===== config.mk =====
export PLATFORM = sky130hd
export DESIGN_NAME = rr_mux4_arbiter
export DESIGN_NICKNAME = d
export VERILOG_FILES = /design/src/rtl/rr_mux4_arbiter.sv
export SDC_FILE = /design/constraint.sdc
export NUM_CORES = 1
export LEC_CHECK = 0
export CAP_MARGIN = 20
export CORE_ASPECT_RATIO = 0.5
export CORE_MARGIN = 2
export CORE_UTILIZATION = 39
export DETAILED_ROUTE_END_ITERATION = 16
export PLACE_DENSITY = 0.79
export SLEW_MARGIN = 20
export SYNTH_ARGS = -nofsm -noshare
export SYNTH_HDL_FRONTEND = slang
export SYNTH_SLANG_ARGS = --single-unit

===== constraint.sdc =====
create_clock -name clk -period 3.1 [get_ports clk]
set_input_delay 0.775 -clock clk [delete_from_list [all_inputs] [get_ports clk]]
set_output_delay 0.775 -clock clk [all_outputs]
set_load 0.01 [all_outputs]

===== src/rtl/rr_mux4_arbiter.sv =====
// Round-robin 4:1 arbiter and W-bit mux. The grant is registered and drives a single valid/ready output.
// Define RR_MUX4_ARBITER_MAXBEATS_EN to force rotation after MAX_BEATS accepted beats.
module rr_mux4_arbiter #(
    parameter int W         = 8,
    parameter int MAX_BEATS = 4
) (
    input  logic           clk,
    input  logic           rst,
    input  logic [3:0]     req,
    input  logic [4*W-1:0] din,
    input  logic           out_ready,
    output logic [3:0]     grant,
    output logic [1:0]     sel,
    output logic [W-1:0]   dout,
    output logic           out_valid,
    output logic           xfer
);

    typedef enum logic {IDLE, GRANT} arbState;

    arbState    state, stateNext;
    logic [3:0] grantNext;
    logic [1:0] selNext;
    logic [1:0] ptr, ptrNext;
    logic [3:0] otherReq;
    logic       releaseLane;
    logic [2:0] pick;
`ifdef RR_MUX4_ARBITER_MAXBEATS_EN
    logic [7:0] beatCnt, beatCntNext;
`endif

    if (MAX_BEATS < 1 || MAX_BEATS > 255) begin : gBadMaxBeats
        $error("rr_mux4_arbiter: MAX_BEATS must be in 1..255");
    end

    // Returns {found, lane}: first requesting lane searching start, start+1, ... mod 4.
    function automatic logic [2:0] pickLane(input logic [3:0] reqs, input logic [1:0] start);
        logic [2:0] result;
        logic [1:0] idx;
        result = 3'b000;
        for (int k = 0; k < 4; k++) begin
            idx = start + 2'(k);
            if (!result[2] && reqs[idx]) result = {1'b1, idx};
        end
        return result;
    endfunction

    // NOTE: registers use non-blocking assignments so every flop samples pre-edge values.
    always_ff @(posedge clk) begin
        if (rst) begin
            state <= IDLE;
            grant <= '0;
            sel   <= '0;
            ptr   <= '0;
`ifdef RR_MUX4_ARBITER_MAXBEATS_EN
            beatCnt <= '0;
`endif
        end else begin
            state <= stateNext;
            grant <= grantNext;
            sel   <= selNext;
            ptr   <= ptrNext;
`ifdef RR_MUX4_ARBITER_MAXBEATS_EN
            beatCnt <= beatCntNext;
`endif
        end
    end

    always_comb begin
        stateNext   = state;
        grantNext   = grant;
        selNext     = sel;
        ptrNext     = ptr;
        releaseLane = 1'b0;
        pick        = '0;
        otherReq    = req & ~(4'b0001 << sel);
`ifdef RR_MUX4_ARBITER_MAXBEATS_EN
        beatCntNext = beatCnt;
`endif
        case (state)
            IDLE: begin
                pick = pickLane(req, ptr);
                if (pick[2]) begin
                    stateNext = GRANT;
                    grantNext = 4'b0001 << pick[1:0];
                    selNext   = pick[1:0];
`ifdef RR_MUX4_ARBITER_MAXBEATS_EN
                    beatCntNext = '0;
`endif
                end
            end
            GRANT: begin
`ifdef RR_MUX4_ARBITER_MAXBEATS_EN
                if (xfer) begin
                    if (beatCnt + 8'd1 == 8'(MAX_BEATS)) begin
                        // With nobody waiting, restart the quota instead of rotating.
                        if (|otherReq) releaseLane = 1'b1;
                        else           beatCntNext = '0;
                    end else begin
                        beatCntNext = beatCnt + 8'd1;
                    end
                end
`endif
                if (!req[sel]) releaseLane = 1'b1;
                if (releaseLane) begin
                    ptrNext = sel + 2'd1;
                    pick    = pickLane(otherReq, sel + 2'd1);
`ifdef RR_MUX4_ARBITER_MAXBEATS_EN
                    beatCntNext = '0;
`endif
                    if (pick[2]) begin
                        grantNext = 4'b0001 << pick[1:0];
                        selNext   = pick[1:0];
                    end else begin
                        stateNext = IDLE;
                        grantNext = '0;
                    end
                end
            end
            default: stateNext = IDLE;
        endcase
    end

    always_comb begin
        dout      = '0;
        out_valid = 1'b0;
        xfer      = 1'b0;
        if (state == GRANT) begin
            dout      = din[int'(sel)*W +: W];
            out_valid = req[sel];
            xfer      = out_valid & out_ready;
        end
    end

endmodule


==> results of run 1 <==
[flip-flops by register name, indices dropped and copies added, names as in the netlist]
name and count:
sel 2, ptr 2, state 1, grant 4
[area by class of cell]
type                    count  area [µm²]
well taps                  37        46.3
fillers                   234         876
repair buffers             62         603
clock buffers               4        45.0
inverters                   6        22.5
flip-flops and latches      9         180
multi-input cells          98         797
[routing by layer]
metal  global-route usage  vias to the layer above
met2                0.409                       37
met4                    0                        0
met1                0.229                      542
met5                    0                        -
li1                     -                      572
met3               0.0463                        0
[where the power goes]
| part | switching [µW] | internal, µW | total, µW |
|---|---|---|---|
| registers | 23.3 | 136 | 159 |
| logic | 182 | 237 | 419 |
| clock network | 44.3 | 89.4 | 134 |
[worst max path at each step]
stage,depth (start not counted),endpoint
after floorplan,10,sel[1]
after global placement,4,xfer
after detailed placement,4,xfer
after CTS,4,dout[2]
after global routing,4,dout[5]
final,4,dout[1]
[worst reg2reg max path: cells and delay by family, from the launching register on]
| kind | cells | cell delay (ps) |
|---|---|---|
| simple gates | 3 | 780 |
| buf+inv | 1 | 190 |
| flops | 1 | 430 |
| compound gates | 3 | 570 |
| fa+ha+maj | 1 | 440 |
[per-stage QoR]
stage               hold WS (ps)  instance area (µm²)  TNS (ps)
finish                       491                 1690         0
global route                 537                 1690         0
CTS                          493                 1690         0
detailed placement           483                 1650     -82.9
global placement             485                 1650     -38.8
floorplan                    477                 1050         0
[cells by family (layout without fill, tap and decap cells)]
group | after synthesis | in the layout
DFF | 9 | 9
muxes | 11 | 11
adders and majority gates | 4 | 4
AOI/OAI and AO/OA | 33 | 33
buffers and inverters | 16 | 72
and+or+nand+nor | 50 | 50
[timing repair]
item	CTS	global route
gates cloned	0	0
resized for setup	2	2
endpoints found under the setup margin	2	2
pin swaps	0	0
[cell usage in the layout, fill, tap and decap left out, types with 4 or more instances in the layout]
cell	netlist	final
inv_1	6	6
o21ai_0	4	4
nor2_1	16	16
a21oi_1	9	9
nand2b_1	7	7
mux4_2	9	9
nor2b_1	4	4
and2_1	8	8
buf_4	0	8
clkdlybuf4s50_1	0	50
dfxtp_1	9	9
ha_1	4	4
==> run summary, run 1 <==
cts bufs inserted: 3
Fin. Hold Viols: 0
Chip Width: 77.3 µm
Max Clk Rate: 328 MHz
Most used DFF post-synth: dfxtp_1
CP Class: primary input to output pin
Post-Synth Adder-Cell Area: 0.0477
largest net degree at the start of global routing: 22
Die Y: 40.7 µm
number of global-route vias before repair: 1065
#FFs+latches synth: 9
max_slew headroom: 0.604
Post-Route Skew: 6.34 ps
Mean Syn Cell Area: 8.52 µm²
RR Startpoint: sel[0]
Max-cap violations: 0
final worst setup slack: 47.7 ps
CTS Hold Bufs: 0
ANT cells: 0
critical path's largest stage delay: 470 ps
initial antenna violation count: 0
Crit. Startpoint: din[17]
DRC viols: 0
CP Launch Type: primary input
Met3 Wirelength: 153 µm
Placed Cells: 212
layout cells sized above 1: 0.134
CP Buf/Inv Count: 2
GRT Util Overall: 0.195
Seq/Total Area, Yosys: 0.172
total power: 712 µW
Initial DRT Pass Iterations: 4
Setup WS pre-CTS: -47.6 ps
M1 WL: 1360 µm
Root Driver: clkbuf_8
synth warn: 0
Routed Antenna Nets: 0
hold depth: 2
post-synth top area share: 0.193
H-tree depth: 1
Final period util: 0.985
most frequent cells after synthesis: nor2_1 (16), a21oi_1 (9), dfxtp_1 (9), mux4_2 (9), and2_1 (8)
main combinational cell family by area after synthesis: simple AND/OR/NAND/NOR gates
Vias: 1151
clk slew on worst S/H paths: 50 ps
Leak: 0.000665 µW
Worst-Margin Slew: 593 ps
Top Metal Used: met3
largest cells by area after synthesis: mux4_2 (19%), dfxtp_1 (17%), nor2_1 (5.7%)
Yosys top cell by area: mux4_2
post-synthesis cell area: 1050 µm²
Worst Hold Launch: grant[0]
CP Max Fanout: 1
most frequent cell after synthesis: nor2_1
CP endpoint kind: output pin
CTS tree: yes
CP required: 2320 ps
Clock Path Buffers: 2
Synth Area in Compound Gates: 0.233
gpl congestion: 0.885
Core ar.: 2570 µm²
Post-CTS Repair Setup Buffers: 0
mux cell area share after synthesis: 0.212
CTS Sinks: 9
hpwl dp: 2430 µm
drt wl/cell: 13.9 µm
Synth Area in Simple Gates: 0.267
Post-synth ARST share: 0
P per Cell Area: 420 nW/µm²
area grow syn2layout: 61.6%
RSZ-0062 raised after global routing: false
number of synthesized flops with an enable pin: 0
via/cell ratio: 5.33
I/O pin count: 55
CP cell instances: clkdlybuf4s50_1, mux4_2, and2_1, clkdlybuf4s50_1
Synth Instances: 123
final wirelength: 3010 µm
Worst IR Drop VDD: 0.256 mV
Die Area: 3140 µm²
Hold Crit Class: flop to flop
Critical Path AT: 2280 ps
final-stage net count: 223
first-pass GRT wire length: 4790 µm
Slowest-stage cell, CP: clkdlybuf4s50_1
XOR/XNOR Fraction of Synth Area: 0
reg2reg path depth: 8
drt initial violations: 14
clock latency at the later pin of the worst-skew pair: 230 ps
final instance count without filler cells: 216
Cell variety after synth: 43
starting density of the core: 0.408
IO buf count: 54
Final setup viols: 0
total grt overflow: 0
wire length on met2: 1500 µm
post-layout util: 0.659
family with the most delay on the worst path: buffers and inverters
outcome: completed
Core Rows: 13
worst-case register-to-register setup slack: 590 ps
cell mode on critical path: clkdlybuf4s50_1
Max Slew Vio Count: 0
endpoint of the worst hold path: grant[0]
Crit Reg-Reg Endpoint: grant[3]
fin crit period: 3050 ps
Net Count, Synth: 166
Power figures use the tool's default switching activity.
==> inputs of run 2 (changes only) <==
HOLD_SLACK_MARGIN = 0.02   (was default)
clock period = 2.9 ns   (was 3.1 ns; I/O delays follow)
==> run 2 against run 1 <==
Routed wire length shrank 0.23%. Via count grew 1.1%. Clock skew shrank 5.5 ps. Highest routed layer is now met4. Utilization grew 1.2 points. First-iteration DRC count grew 86%. Power grew 8.8%. Hold slack gained 3.1 ps. Critical path depth is the same.
==> run summary, run 2 (same netlist as run 1, synthesis figures left out) <==
Initial DRT Pass Iterations: 4 (unchanged)
Core ar.: 2570 µm² (unchanged)
Worst IR Drop VDD: 0.229 mV (-11%)
IO buf count: 54 (unchanged)
commonest non-fill, non-tap cells in the layout: clkdlybuf4s50_1 (43), nor2_1 (16), buf_4 (11)
CP Launch Type: primary input
gpl congestion: 0.896 (+1.2%)
Clock Path Buffers: 2 (unchanged)
NetSw: 276 µW (+10%)
CP Max Fanout: 3 (+2)
Flop pwr share: 0.226 (+0.003)
Vias: 1164 (+1.1%)
H-tree depth: 1 (unchanged)
layout cells sized above 1: 0.153 (+0.0189)
CTS Sinks: 9 (unchanged)
via/cell ratio: 5.29 (-0.71%)
Root Driver: clkbuf_8
CP required: 2170 ps (-150 ps)
drt wl/cell: 13.7 µm (-2.0%)
DRC viols: 0 (unchanged)
Core Rows: 13 (unchanged)
first-pass GRT wire length: 4960 µm (+3.6%)
Die Y: 40.7 µm (unchanged)
Worst-Margin Slew: 557 ps (-36.2 ps)
combinational power share: 0.580 (-0.009)
max_slew headroom: 0.628 (+0.0241)
number of global-route vias before repair: 1040 (-2.3%)
Max-cap violations: 0 (unchanged)
Hold Crit Class: flop to flop
final-stage net count: 227 (+1.8%)
most common cell after layout, fill and taps aside: clkdlybuf4s50_1
RSZ-0062 raised after global routing: false
P per Cell Area: 449 nW/µm² (+6.9%)
clk slew on worst S/H paths: 50 ps (about the same)
CP Class: primary input to output pin
Largest regs: grant x4, ptr x2, sel x2
Most flops, register: grant
total grt overflow: 0 (unchanged)
I/O pin count: 55 (unchanged)
largest net degree at the start of global routing: 22 (unchanged)
hpwl dp: 2420 µm (-0.47%)
Post-CTS Resized: 10 (+8)
Chip Width: 77.3 µm (unchanged)
CP endpoint kind: output pin
CTS Hold Bufs: 0 (unchanged)
Final period util: 0.975
Max Clk Rate: 354 MHz
post-layout util: 0.671 (+0.0117)
area grow syn2layout: 64.4%
final wirelength: 3000 µm (-0.23%)
Post-CTS Repair Setup Buffers: 0 (unchanged)
Max Slew Vio Count: 0 (unchanged)
initial antenna violation count: 0 (unchanged)
max FFs per register: 4 (unchanged)
Die Area: 3140 µm² (unchanged)
Final setup viols: 0 (unchanged)
ANT cells: 0 (unchanged)
starting density of the core: 0.408 (unchanged)
GRT Util Overall: 0.205 (+0.0102)
Leak: 0.000694 µW (+4.4%)
Post-Route Skew: 0.797 ps (-5.54 ps)
drt initial violations: 26 (+12)
switching share of power: 0.356 (+0.00528)
Fin. Hold Viols: 0 (unchanged)
final instance count without filler cells: 220 (+1.9%)
Critical Path AT: 2100 ps (-180 ps)
Int Pwr: 498 µW (+7.9%)
CTS tree: yes
clock latency at the later pin of the worst-skew pair: 240 ps (about the same)
Routed Antenna Nets: 0 (unchanged)
Placed Cells: 216 (+1.9%)
fin crit period: 2830 ps
cts bufs inserted: 3 (unchanged)
outcome: completed
Clk pwr share: 0.194 (+0.006)
-- run 2: cell types whose count changed in the layout (fill, tap and decap cells not counted) --
cell             before  now
dlygate4sd2_1         2   10
clkdlybuf4s50_1      50   43
buf_4                 8   11
buf_12                0    1
dlymetal6s2s_1        2    1
-- run 2: cell type report --
| type | instances | area (µm²) |
|---|---|---|
| Clock buffer | 4 | 45.0 |
| Fill cell | 228 | 846 |
| Inverter | 6 | 22.5 |
| Multi-Input combinational cell | 98 | 797 |
| Sequential cell | 9 | 180 |
| Tap cell | 37 | 46.3 |
| Timing Repair Buffer | 66 | 633 |
-- run 2: worst paths after layout --
check,from,end,slack [ps],depth (start not counted)
setup / recovery,req[3],xfer,70,4
hold / removal,grant[1],grant[1],490,2
setup reg to reg,sel[0],grant[2],350,8
hold reg to reg,grant[1],grant[1],490,2
-- run 2: power groups by stage --
stage                     clock network (µW)  registers, µW  logic [µW]
after global routing                     158            180         493
after detailed placement                   0            178         465
after global placement                     0            177         456
after CTS                                150            175         451
final                                    150            175         449
after floorplan                            0            169         276
-- run 2: worst max-delay path: stages --
cell and delay [ps]:
clkdlybuf4s50_1 410, mux4_2 500, and3_1 190, dlygate4sd2_1 270
-- run 2: per-layer routing --
layer / GRT usage / wire length, µm / up-vias
met1: 0.236 / 1350 / 549
met4: 0.0313 / 19 / 0
li1: - / - / 576
met2: 0.417 / 1490 / 34
met5: 0 / 0 / -
met3: 0.0529 / 146 / 5
-- run 2: metrics by stage --
step / area (µm²) / hold slack [ps] / setup slack [ps] / TNS, ps / power [µW]
after detailed placement: 1690 / 492 / -156 / -589 / 642
final: 1720 / 494 / 72.9 / 0 / 774
after global placement: 1690 / 483 / -137 / -416 / 633
after global routing: 1720 / 521 / 18.9 / 0 / 831
after CTS: 1720 / 504 / 38.3 / 0 / 777
after floorplan: 1050 / 477 / 300 / 0 / 446
